--- src/rtl/uart_pkg.sv ---
`default_nettype none
// ============================================================================
// Module   : uart_pkg
// Purpose  : Shared definitions for the UART receive path and its consumer.
//            - deframer state encoding
//            - default clocks-per-bit (50 MHz / 115200 baud)
//            - system-control opcodes carried over the command link
// Revision : 1.0 - initial release
// ============================================================================
package uart_pkg;

  typedef enum logic [1:0] {
    ST_IDLE  = 2'd0,
    ST_START = 2'd1,
    ST_DATA  = 2'd2,
    ST_STOP  = 2'd3
  } rx_state_t;

  localparam int c_default_clks_per_bit = 434;

  localparam logic [7:0] c_op_halt   = 8'h00;
  localparam logic [7:0] c_op_resume = 8'h01;
  localparam logic [7:0] c_op_write  = 8'h02;
  localparam logic [7:0] c_op_read   = 8'h03;
  localparam logic [7:0] c_op_reset  = 8'h04;
  localparam logic [7:0] c_op_ping   = 8'h05;

endpackage
`default_nettype wire

--- src/rtl/uart_rx_fifo_sync_fifo.sv ---
`default_nettype none
// ============================================================================
// Module   : sync_fifo
// Purpose  : Single-clock first-word-fall-through byte FIFO.
// Ports    : clk, rst          - clock, synchronous active-high reset
//            push, push_data   - write request and data
//            pop               - read request (ignored while empty)
//            head              - oldest entry, 0 while empty
//            count             - fill level, 0..FIFO_DEPTH
//            full, empty       - status
// Notes    : A push while full is accepted only if a pop happens in the
//            same cycle; otherwise it is dropped (the caller flags it).
// Revision : 1.0 - initial release
// ============================================================================
module sync_fifo #(
  parameter int FIFO_DEPTH = 16,
  parameter int DATA_W     = 8
) (
  input  logic                        clk,
  input  logic                        rst,
  input  logic                        push,
  input  logic [DATA_W-1:0]           push_data,
  input  logic                        pop,
  output logic [DATA_W-1:0]           head,
  output logic [$clog2(FIFO_DEPTH):0] count,
  output logic                        full,
  output logic                        empty
);

  localparam int c_aw = $clog2(FIFO_DEPTH);

  logic [DATA_W-1:0] r_mem [FIFO_DEPTH];
  logic [c_aw:0]     r_wr_ptr;
  logic [c_aw:0]     r_rd_ptr;
  logic              w_do_pop;
  logic              w_do_push;

  // Pointers carry an extra wrap bit so full and empty are distinguishable.
  assign empty = (r_wr_ptr == r_rd_ptr);
  assign full  = (r_wr_ptr[c_aw-1:0] == r_rd_ptr[c_aw-1:0]) &&
                 (r_wr_ptr[c_aw] != r_rd_ptr[c_aw]);

  assign w_do_pop  = pop && !empty;
  // When full, the slot being written is the one being popped this cycle.
  assign w_do_push = push && (!full || w_do_pop);

  assign count = r_wr_ptr - r_rd_ptr;
  assign head  = empty ? '0 : r_mem[r_rd_ptr[c_aw-1:0]];

  always_ff @(posedge clk) begin
    if (rst) begin
      r_wr_ptr <= '0;
      r_rd_ptr <= '0;
    end else begin
      if (w_do_push) r_wr_ptr <= r_wr_ptr + 1'b1;
      if (w_do_pop)  r_rd_ptr <= r_rd_ptr + 1'b1;
    end
  end

  // Storage needs no reset: contents are only visible through the pointers.
  always_ff @(posedge clk) begin
    if (w_do_push) r_mem[r_wr_ptr[c_aw-1:0]] <= push_data;
  end

endmodule
`default_nettype wire

--- src/rtl/uart_rx_fifo.sv ---
`default_nettype none
// ============================================================================
// Module   : uart_rx_fifo
// Purpose  : 8N1 UART receiver (2-flop synchronizer + oversampling deframer)
//            feeding a byte FIFO drained through a valid/ready handshake.
// Ports    : clk, rst    - clock, synchronous active-high reset
//            uart_rx     - asynchronous serial line, idle high
//            rx_ready    - consumer takes the head byte this cycle
//            clr_status  - clears the sticky overrun flag
//            rx_valid    - FIFO non-empty
//            rx_data     - head byte (first-word-fall-through), 0 when empty
//            fifo_count  - FIFO fill level
//            rx_busy     - deframer is mid-frame
//            overrun     - sticky: a byte was dropped on a full FIFO
//            frame_err   - one-cycle pulse on a bad stop bit
// Config   : UART_RX_FRAMING_CHECK_EN - when defined, bytes with a low stop
//            bit are discarded and flagged on frame_err; otherwise they are
//            stored and frame_err is tied low.
// Revision : 1.0 - initial release
// ============================================================================
module uart_rx_fifo
  import uart_pkg::*;
#(
  parameter int CLKS_PER_BIT = c_default_clks_per_bit,
  parameter int FIFO_DEPTH   = 16
) (
  input  logic                        clk,
  input  logic                        rst,
  input  logic                        uart_rx,
  input  logic                        rx_ready,
  input  logic                        clr_status,
  output logic                        rx_valid,
  output logic [7:0]                  rx_data,
  output logic [$clog2(FIFO_DEPTH):0] fifo_count,
  output logic                        rx_busy,
  output logic                        overrun,
  output logic                        frame_err
);

  localparam int              c_cw   = $clog2(CLKS_PER_BIT);
  localparam logic [c_cw-1:0] c_half = c_cw'(CLKS_PER_BIT / 2);
  localparam logic [c_cw-1:0] c_last = c_cw'(CLKS_PER_BIT - 1);

  logic            r_sync1;
  logic            r_sync2;
  logic            r_prev;

  rx_state_t       r_state;
  rx_state_t       w_state_nxt;
  logic [c_cw-1:0] r_cnt;
  logic [c_cw-1:0] w_cnt_nxt;
  logic [2:0]      r_bit_idx;
  logic [2:0]      w_bit_idx_nxt;
  logic [7:0]      r_shift;
  logic [7:0]      w_shift_nxt;
  logic            w_push;

  logic            w_fifo_full;
  logic            w_fifo_empty;
  logic            w_pop;
  logic            w_ovr_evt;
  logic            r_overrun;

`ifdef UART_RX_FRAMING_CHECK_EN
  logic            w_frame_err_nxt;
  logic            r_frame_err;
`endif

  // --------------------------------------------------------------------------
  // Synchronizer; r_prev holds the previous synchronized sample for edge
  // detection. All three reset high so reset never looks like a start edge.
  // --------------------------------------------------------------------------
  always_ff @(posedge clk) begin
    if (rst) begin
      r_sync1 <= 1'b1;
      r_sync2 <= 1'b1;
      r_prev  <= 1'b1;
    end else begin
      r_sync1 <= uart_rx;
      r_sync2 <= r_sync1;
      r_prev  <= r_sync2;
    end
  end

  // --------------------------------------------------------------------------
  // Deframer state register
  // --------------------------------------------------------------------------
  always_ff @(posedge clk) begin
    if (rst) begin
      r_state   <= ST_IDLE;
      r_cnt     <= '0;
      r_bit_idx <= '0;
      r_shift   <= '0;
    end else begin
      r_state   <= w_state_nxt;
      r_cnt     <= w_cnt_nxt;
      r_bit_idx <= w_bit_idx_nxt;
      r_shift   <= w_shift_nxt;
    end
  end

  // --------------------------------------------------------------------------
  // Deframer next state. Edge detection needs a 1->0 transition, so a line
  // held low (break) cannot start a new frame until it has gone high again.
  // --------------------------------------------------------------------------
  always_comb begin
    w_state_nxt   = r_state;
    w_cnt_nxt     = r_cnt;
    w_bit_idx_nxt = r_bit_idx;
    w_shift_nxt   = r_shift;
    w_push        = 1'b0;
`ifdef UART_RX_FRAMING_CHECK_EN
    w_frame_err_nxt = 1'b0;
`endif
    case (r_state)
      ST_IDLE: begin
        w_cnt_nxt = '0;
        if (r_prev && !r_sync2) w_state_nxt = ST_START;
      end
      ST_START: begin
        if (r_cnt == c_half) begin
          w_cnt_nxt     = '0;
          w_bit_idx_nxt = '0;
          // Line already back high at mid start bit: a glitch, not a frame.
          w_state_nxt   = r_sync2 ? ST_IDLE : ST_DATA;
        end else begin
          w_cnt_nxt = r_cnt + 1'b1;
        end
      end
      ST_DATA: begin
        if (r_cnt == c_last) begin
          w_cnt_nxt     = '0;
          w_shift_nxt   = {r_sync2, r_shift[7:1]};  // LSB arrives first
          w_bit_idx_nxt = r_bit_idx + 1'b1;
          if (r_bit_idx == 3'd7) w_state_nxt = ST_STOP;
        end else begin
          w_cnt_nxt = r_cnt + 1'b1;
        end
      end
      ST_STOP: begin
        if (r_cnt == c_last) begin
          w_cnt_nxt   = '0;
          w_state_nxt = ST_IDLE;
`ifdef UART_RX_FRAMING_CHECK_EN
          w_push          = r_sync2;
          w_frame_err_nxt = !r_sync2;
`else
          w_push          = 1'b1;
`endif
        end else begin
          w_cnt_nxt = r_cnt + 1'b1;
        end
      end
      default: begin
        w_state_nxt = ST_IDLE;
        w_cnt_nxt   = '0;
      end
    endcase
  end

  assign rx_busy = (r_state != ST_IDLE);

  // --------------------------------------------------------------------------
  // FIFO and handshake
  // --------------------------------------------------------------------------
  assign rx_valid  = !w_fifo_empty;
  assign w_pop     = rx_valid && rx_ready;
  assign w_ovr_evt = w_push && w_fifo_full && !w_pop;

  sync_fifo #(
    .FIFO_DEPTH (FIFO_DEPTH),
    .DATA_W     (8)
  ) u_fifo (
    .clk       (clk),
    .rst       (rst),
    .push      (w_push),
    .push_data (r_shift),
    .pop       (w_pop),
    .head      (rx_data),
    .count     (fifo_count),
    .full      (w_fifo_full),
    .empty     (w_fifo_empty)
  );

  // Sticky overrun; a new drop in the clearing cycle keeps it set.
  always_ff @(posedge clk) begin
    if (rst)             r_overrun <= 1'b0;
    else if (w_ovr_evt)  r_overrun <= 1'b1;
    else if (clr_status) r_overrun <= 1'b0;
  end

  assign overrun = r_overrun;

`ifdef UART_RX_FRAMING_CHECK_EN
  always_ff @(posedge clk) begin
    if (rst) r_frame_err <= 1'b0;
    else     r_frame_err <= w_frame_err_nxt;
  end

  assign frame_err = r_frame_err;
`else
  assign frame_err = 1'b0;
`endif

endmodule
`default_nettype wire
--- config.mk ---
export PLATFORM = sky130hd
export DESIGN_NAME = uart_rx_fifo
export DESIGN_NICKNAME = d
export VERILOG_FILES = /design/src/rtl/uart_pkg.sv /design/src/rtl/uart_rx_fifo_sync_fifo.sv /design/src/rtl/uart_rx_fifo.sv
export SDC_FILE = /design/constraint.sdc
export NUM_CORES = 1
export LEC_CHECK = 0
export CORE_UTILIZATION = 45
export CTS_CLUSTER_DIAMETER = 50
export DETAILED_ROUTE_END_ITERATION = 10
export GPL_TIMING_DRIVEN = 1
export PLACE_DENSITY = 0.73
export SETUP_SLACK_MARGIN = 0.15
export SLEW_MARGIN = 20
export SYNTH_ARGS = -nofsm -noshare
export SYNTH_HDL_FRONTEND = slang
export SYNTH_SLANG_ARGS = --single-unit
--- constraint.sdc ---
create_clock -name clk -period 2.7 [get_ports clk]
set_input_delay 0.54 -clock clk [delete_from_list [all_inputs] [get_ports clk]]
set_output_delay 0.54 -clock clk [all_outputs]
set_load 0.05 [all_outputs]
==> results.md, run 1 <==
- The run finished, with violations left.
- The checks that failed: setup timing.
- The final instance area is approximately 8600 um2.
- The core occupancy in the finished layout is between 50% and 60%.
- The total count of max-transition violations in the final report came to 0.
- Buffers placed on the I/O ports in this run total 20.
- The biggest area consumer among synthesized cells is sky130_fd_sc_hd__edfxtp_1.
- Once placement completed, the tool counted placed cells totaling 642.
- After floorplanning, the core was divided into 44 placement rows.
- The mapped cell area is around 6900 um2.
- In this run the mean area of a mapped cell was between 15 and 20 um2.
- The slowest stage of the critical path is the sky130_fd_sc_hd__mux4_2 cell.
- The first detailed-routing pass took 5 iterations.
- The critical path is of the flop to output port type.
- STA puts the critical path data required time at 2.16 ns.
- The first global-routing pass estimated 23.2 mm of wire.
- The y dimension of the die is approximately 130 um.
- The clock passes through at most 2 buffers.
- The floorplan step defined a die boundary enclosing 15900 um2.
- After detailed routing, the number of vias per cell comes to 5.84.
- Once routing completed, OpenROAD measured the worst setup slack at -0.00449 ns.
- The proportion of layout cells with a drive suffix above 1 is approximately 33%.
- TritonCTS built the clock tree.
- The filler-free cell count of the finished design is 690.
- The path category of the worst min-delay check is flop to flop.
- STA classifies the critical path endpoint as an output port.
- The total nets after synthesis is 457.
- The areal power density over the cells is approximately 610 nW/um2.
- The worst slack at placement is approximately 0.13 ns.
- The type of origin of the critical path is a flop.
- The signal on the critical path passes through buf_8 -> mux4_2 -> nor2b_4 -> a211oi_2 -> buf_4 -> a211oi_4 -> buf_6.
- The total placed instance area is about 7500 um2.
- The routed design has 14.8 mm of wire.
- Along the worst path, the maximum fanout reaches 5.
- The number of clock buffers added by TritonCTS is 17.
- Fill cells in the final layout number ~1100.
- The antenna diode count is 0.
- The initial standard-cell utilization of the core is between 40 and 50%.
- Hold is met by 0.410 ns.
- After the last flow step, the layout net total stands at a little over 500.
- The clock-pin slew on the worst setup and hold paths is about 0.06 ns.
- The number of synthesized register bits is between 150 and 200.
- The total buffers and inverters traversed by the critical path is 3.
- Of the post-synthesis cell area, the dominant cell type holds around 56%.
- The congestion estimate from routability-driven global placement came to 0.746.
- The worst slew slack as a fraction of its limit is roughly 46%.
- In the global route stage, overall resource usage came out at ~20%.
- The worst supply voltage drop on vdd is 454 uV.
- Derived from the worst setup path, the maximum achievable clock frequency is 370 MHz.
- In this run the clock root is driven by a sky130_fd_sc_hd__clkbuf_16.
- The violation count after the first detailed-route iteration is about 400.
- Of the synthesized area, sequential elements account for between 60% and 70%.
- The fraction of synthesis flops using an asynchronous set or reset pin is 0%.
- The synthesized netlist contains 40 unique library cells.
- On the worst path, the slowest cell contributes a delay of around 0.49 ns.
- Detailed routing inserted a total of ~4000 vias.
- The core region is about 15000 um2.
- The number of global-route vias before repair is 4089.
- The number of enable flip-flop cells after synthesis is roughly 130.
- For this design the static power due to leakage is 2.79 nW.
- From synthesis to final layout, the design area changed by 23.9%.
- The final period demand of the worst path is 2.70 ns.
- Setup repair after global routing could not meet its margin everywhere.
- The total power of the final layout is roughly 5.2 mW.
- Max-cap violations in this run came to 0.
- The I/O pin total is 22.
- Setup violations remaining at the end of the flow were counted as 1.
- Grouping stages by cell kind, the critical path spends the most delay in buffers and inverters.
- The total overflow left after global routing is 0.
- From left edge to right edge, the die measures between 100 and 150 um.
- The count of warnings emitted by yosys is 0.
- Clock skew on the completed layout was measured at 0.0150 ns.
- Entering global routing, the biggest net connects 39 pins.
- The average routed wire per standard cell is roughly 21 um.
- The initial antenna violation count is 0.
- In the final timing run, aggregate negative setup slack is -0.00449 ns.
- The insertion delay of the later-clocked pin in the worst-skew pair is ~0.42 ns.
- The leading register cell type out of synthesis is sky130_fd_sc_hd__edfxtp_1.
- The detail route stage leaves a number of antenna-violating nets equal to 0.
- The sequential cells in the finished layout cover a total of roughly 4700 um2.
- The post-synthesis instance total is 438.
- The H-tree depth reported by CTS is 4.
- The data arrival time of the critical path is around 2.2 ns.
- For this run, design rule violations remaining after detail routing come to 0.
- By area the synthesized netlist is led by sky130_fd_sc_hd__edfxtp_1 56%, sky130_fd_sc_hd__dfxtp_1 12%, sky130_fd_sc_hd__mux4_2 10%, sky130_fd_sc_hd__mux2i_1 2.8%, sky130_fd_sc_hd__ha_1 2.4%.
- The clock net in this run drives a total of around 170 sinks.
- The count of final hold-check violations is 0.
- Once detailed placement completed, the half-perimeter wirelength came to just under 9 mm.
- The transition time at the pin with the least slew margin is a little over 0.8 ns.
- The final critical path takes up 100% of the cycle.
- The multi-input logic area is around 2400 um2.
==> routing by layer <==
layer  global-route usage (%)  up-vias  share of wire (%)
li1                         -     1800                  -
met1                     27.0     2046                 43
met2                     31.8      166                 49
met3                     5.31       20                6.5
met4                     6.95        0                1.7
met5                        0        -                  0
==> final cells by class <==
cell class / instances / area share [%]
clock buffer: 24 / 5.51
clock inverter: 8 / 1.40
inverter: 14 / 0.613
multi-input combinational: 231 / 27.5
sequential: 168 / 54.5
tap: 184 / 2.69
timing repair buffer: 61 / 7.80
==> sequential cells by signal (all words and copies together), names as in the netlist, named ones only <==
signal / cells
u_fifo.r_mem: 128
r_cnt: 9
r_shift: 8
u_fifo.r_rd_ptr: 5
u_fifo.r_wr_ptr: 5
r_bit_idx: 3
overrun: 1
r_prev: 1
r_state: 1
r_sync1: 1
r_sync2: 1
==> path summary, 6_finish.rpt <==
kind / startpoint / to / slack [ns] / cells after the start
hold / removal: r_sync1 / r_sync2 / 0.41 / 1
setup / recovery: flop / rx_data[7] / -0.004 / 7
setup reg to reg: u_fifo.r_rd_ptr[3] / u_fifo.r_mem[11][2] / 0.28 / 7
hold reg to reg: r_sync1 / r_sync2 / 0.41 / 1
==> where the power goes <==
group          leakage (nW)  internal [mW]  total, mW  switching [mW]
combinational         0.992         0.0140     0.0359          0.0219
sequential             1.51           2.74       2.74         0.00283
clock                 0.286           1.50       2.44           0.935
total                  2.79           4.26       5.22           0.960
==> cells in the final DEF (no fill, tap or decap), types with 9 or more instances in the layout <==
cell                        count
sky130_fd_sc_hd__a211oi_2      12
sky130_fd_sc_hd__a21oi_1       10
sky130_fd_sc_hd__buf_4         32
sky130_fd_sc_hd__buf_6         12
sky130_fd_sc_hd__clkbuf_16     17
sky130_fd_sc_hd__dfxtp_1       31
sky130_fd_sc_hd__edfxtp_1     128
sky130_fd_sc_hd__ha_1           9
sky130_fd_sc_hd__inv_1         12
sky130_fd_sc_hd__mux2i_1       13
sky130_fd_sc_hd__mux4_2        32
sky130_fd_sc_hd__nand3_1       11
sky130_fd_sc_hd__nor2_1        22
sky130_fd_sc_hd__nor2b_1        9
sky130_fd_sc_hd__nor3_1        19
==> synthesized netlist by cell type (2+ instances only) <==
cell type,instances
sky130_fd_sc_hd__o21ai_0,5
sky130_fd_sc_hd__or3_1,4
sky130_fd_sc_hd__nand2b_1,6
sky130_fd_sc_hd__mux2i_1,19
sky130_fd_sc_hd__nor3_1,19
sky130_fd_sc_hd__nand3_1,11
sky130_fd_sc_hd__a31oi_1,2
sky130_fd_sc_hd__buf_1,3
sky130_fd_sc_hd__nand2_1,4
sky130_fd_sc_hd__clkbuf_1,14
sky130_fd_sc_hd__a21o_1,2
sky130_fd_sc_hd__nor2b_1,10
sky130_fd_sc_hd__a21oi_1,11
sky130_fd_sc_hd__nor2_1,28
sky130_fd_sc_hd__mux4_2,32
sky130_fd_sc_hd__ha_1,13
sky130_fd_sc_hd__inv_1,14
sky130_fd_sc_hd__buf_2,7
sky130_fd_sc_hd__nand4_1,5
sky130_fd_sc_hd__o31ai_1,4
sky130_fd_sc_hd__xor2_1,8
sky130_fd_sc_hd__dfxtp_1,40
sky130_fd_sc_hd__or4_1,4
sky130_fd_sc_hd__or3b_2,2
sky130_fd_sc_hd__or2_2,4
sky130_fd_sc_hd__a211oi_1,17
sky130_fd_sc_hd__xnor2_1,7
sky130_fd_sc_hd__edfxtp_1,128
sky130_fd_sc_hd__and4_1,2
sky130_fd_sc_hd__nand3b_1,3
==> cell families (layout without fill, tap and decap cells) <==
kind of cell    count (synthesis)  count (layout)  synth area share [%]
mux                            52              52                  13.3
xor+xnor                       15              15                  1.90
simple gates                  106             106                  8.51
other cells                     1               1                0.0542
fa+ha+maj                      14              14                  2.64
compound gates                 43              43                  4.07
flops                         168             168                  67.2
buf+inv                        39             107                  2.30
==> repair_timing <==
| item | 4_1_cts | 5_1_grt |
|---|---|---|
| gates cloned | 4 | 0 |
| resized for setup | 47 | 18 |
| endpoints found under the setup margin | 11 | 53 |
| hold buffers | 0 | 0 |
| setup buffers | 8 | 4 |
| pin swaps | 9 | 4 |
Power figures use the tool's default switching activity.
==> run 2, diff against run 1 <==
HOLD_SLACK_MARGIN = 0.05   (was default)
==> results of run 2 <==
No change in the layout: final DEF, timing and power equal those of run 1.
==> edit: new RTL, flow settings as in run 1 <==
The package constant `c_default_clks_per_bit` goes from 434 to 868.
--- a/src/rtl/uart_pkg.sv
+++ b/src/rtl/uart_pkg.sv
@@ -16,7 +16,7 @@
     ST_STOP  = 2'd3
   } rx_state_t;
 
-  localparam int c_default_clks_per_bit = 434;
+  localparam int c_default_clks_per_bit = 868;
 
   localparam logic [7:0] c_op_halt   = 8'h00;
   localparam logic [7:0] c_op_resume = 8'h01;
Behaviour: same outputs for any inputs over 10 cycles, from zero or initial values and one cycle with rst high; that may be too few to reach the edited logic, so the function may still have changed.
==> edit against run 1 <==
Design area is 2.4% higher; sequential share of layout area is 1.1 points lower; wire length shrank 1.5%; synthesized cell count up 1.4%; cell count increased by 1.4%; clock skew is 5.1 ps lower; worst setup slack improved by 47 ps; largest cell class unchanged; area after synthesis grew 0.38%; sequential cell count grew 1; critical path type unchanged; register-to-register slack lost 20 ps; total power shrank 0.37%.
==> edit: results (changes against run 1) <==
[metrics] run status: finished clean
[metrics] final hold slack: 428 ps (+18.1 ps)
[metrics] met3 usage in global routing: 0.0472 (-0.00595)
[metrics] global routing usage summed across all routing layers: 0.194 (-0.00710)
[metrics] Worst Reg-to-Reg Cells: 6 (-1)
[metrics] power share of the sequential group: 0.531 (+0.005)
[metrics] Area after DPL: 0.00776 sq mm (+3.0%)
[metrics] worst vdd rail ir drop: 521 uV (+15%)
[metrics] number of standard cells after synthesis: 444 (+1.4%)
[metrics] routed vias/inst: 5.69 (-2.7%)
[metrics] fraction of layout instances using a drive strength above 1: 0.336 (+0.00392)
[metrics] reg-to-reg startpoint: r_cnt[0]
[metrics] net count after synthesis: 463 (+1.3%)
[metrics] per-cell routed wire length: 20.8 microns (-2.9%)
[metrics] crit path max fanout: 8 (+3)
[metrics] number of nets in the layout: 518 (+1.2%)
[metrics] via count of the routed design: 3980 (-1.3%)
[metrics] detailed route wirelength on metal3: 680 microns (-29%)
[metrics] post-route clock skew: 9.92 ps (-5.05 ps)
[metrics] GR Util met1: 0.243 (-0.0263)
[metrics] register area share after synthesis: 0.672 (about the same)
[metrics] detailed route wirelength on metal2: 7630 microns (+6.0%)
[metrics] Metal-1 WL: 6000 microns (-5.8%)
[metrics] via count of the first global-routing pass: 4080 (-0.22%)
[metrics] routability congestion estimate: 0.819 (+9.9%)
[metrics] worst relative slew slack: 0.429 (-0.0305)
[metrics] reg-to-reg endpoint: u_fifo.r_mem[5][6]
[metrics] final worst-path setup slack: 42.4 ps (+46.9 ps)
[metrics] r2r setup slk: 260 ps (-20 ps)
[metrics] CP peak stage delay: 550 ps (+60 ps)
[metrics] Sw Pwr: 975 uW (+1.6%)
[metrics] Cell variety after synth: 52 (+30%)
[metrics] met2 capacity usage during global routing: 0.327 (+0.00877)
[metrics] number of cells in the design after placement: 658 (+2.5%)
[metrics] largest net degree at the start of global routing: 33 (-15%)
[metrics] global-route wire length before repair: 22400 microns (-3.2%)
[metrics] cells taking the most area after synthesis: sky130_fd_sc_hd__edfxtp_1, sky130_fd_sc_hd__dfxtp_1, sky130_fd_sc_hd__mux4_2
## edit: cell count changes in the layout (fill, tap and decap cells not counted), sizes merged, moves of 6 or more
cell,run 1,this run
o22ai,0,8
clkinv,3,9
a21oi,11,22
a211oi,17,2
nor2b,10,3
o21ai,5,15
nand2,4,16
nor3,19,6
## edit: worst max-delay path by stage
stage                                  start                  to  cells past startpoint
after floorplan           u_fifo.r_wr_ptr[0]          rx_data[0]                      7
after global placement              rx_ready  u_fifo.r_mem[2][2]                      4
final                              flip-flop          rx_data[6]                      5
after global routing      u_fifo.r_rd_ptr[3]          rx_data[6]                      9
after detailed placement            rx_ready  u_fifo.r_mem[2][3]                      4
after CTS                          flip-flop          rx_data[5]                      5
## edit: layout make-up
type / count / area [sq um]
Timing Repair Buffer: 59 / 722
Fill cell: 1090 / 6380
Tap cell: 188 / 235
Multi-Input combinational cell: 239 / 2490
Inverter: 13 / 51.3
Sequential cell: 169 / 4680
Clock inverter: 12 / 151
Clock buffer: 20 / 437
## edit: logic make-up (layout without fill, tap and decap cells)
kind of cell | Yosys count | after routing | share of synthesized area
buffers and inverters | 36 | 104 | 0.0225
multiplexers | 48 | 48 | 0.127
other | 1 | 1 | 0.000540
AND/OR/NAND/NOR | 103 | 103 | 0.0828
XOR/XNOR | 15 | 15 | 0.0189
flip-flops | 169 | 169 | 0.672
AO/OA/AOI/OAI | 58 | 58 | 0.0498
adder cells (fa/ha/maj) | 14 | 14 | 0.0263
## edit: what timing repair did
item / 4_1_cts / 5_1_grt
cloned: 2 / 1
endpoints found under the setup margin: 18 / 32
setup buffers: 3 / 4
gates resized for setup: 47 / 11
pin swaps: 7 / 7
## edit: worst max-delay path: cells and delay by family, from the launching register on
family,cells,cell delay (ps)
multiplexers,2,780
buffers and inverters,2,330
flip-flops,1,450
AO/OA/AOI/OAI,1,130
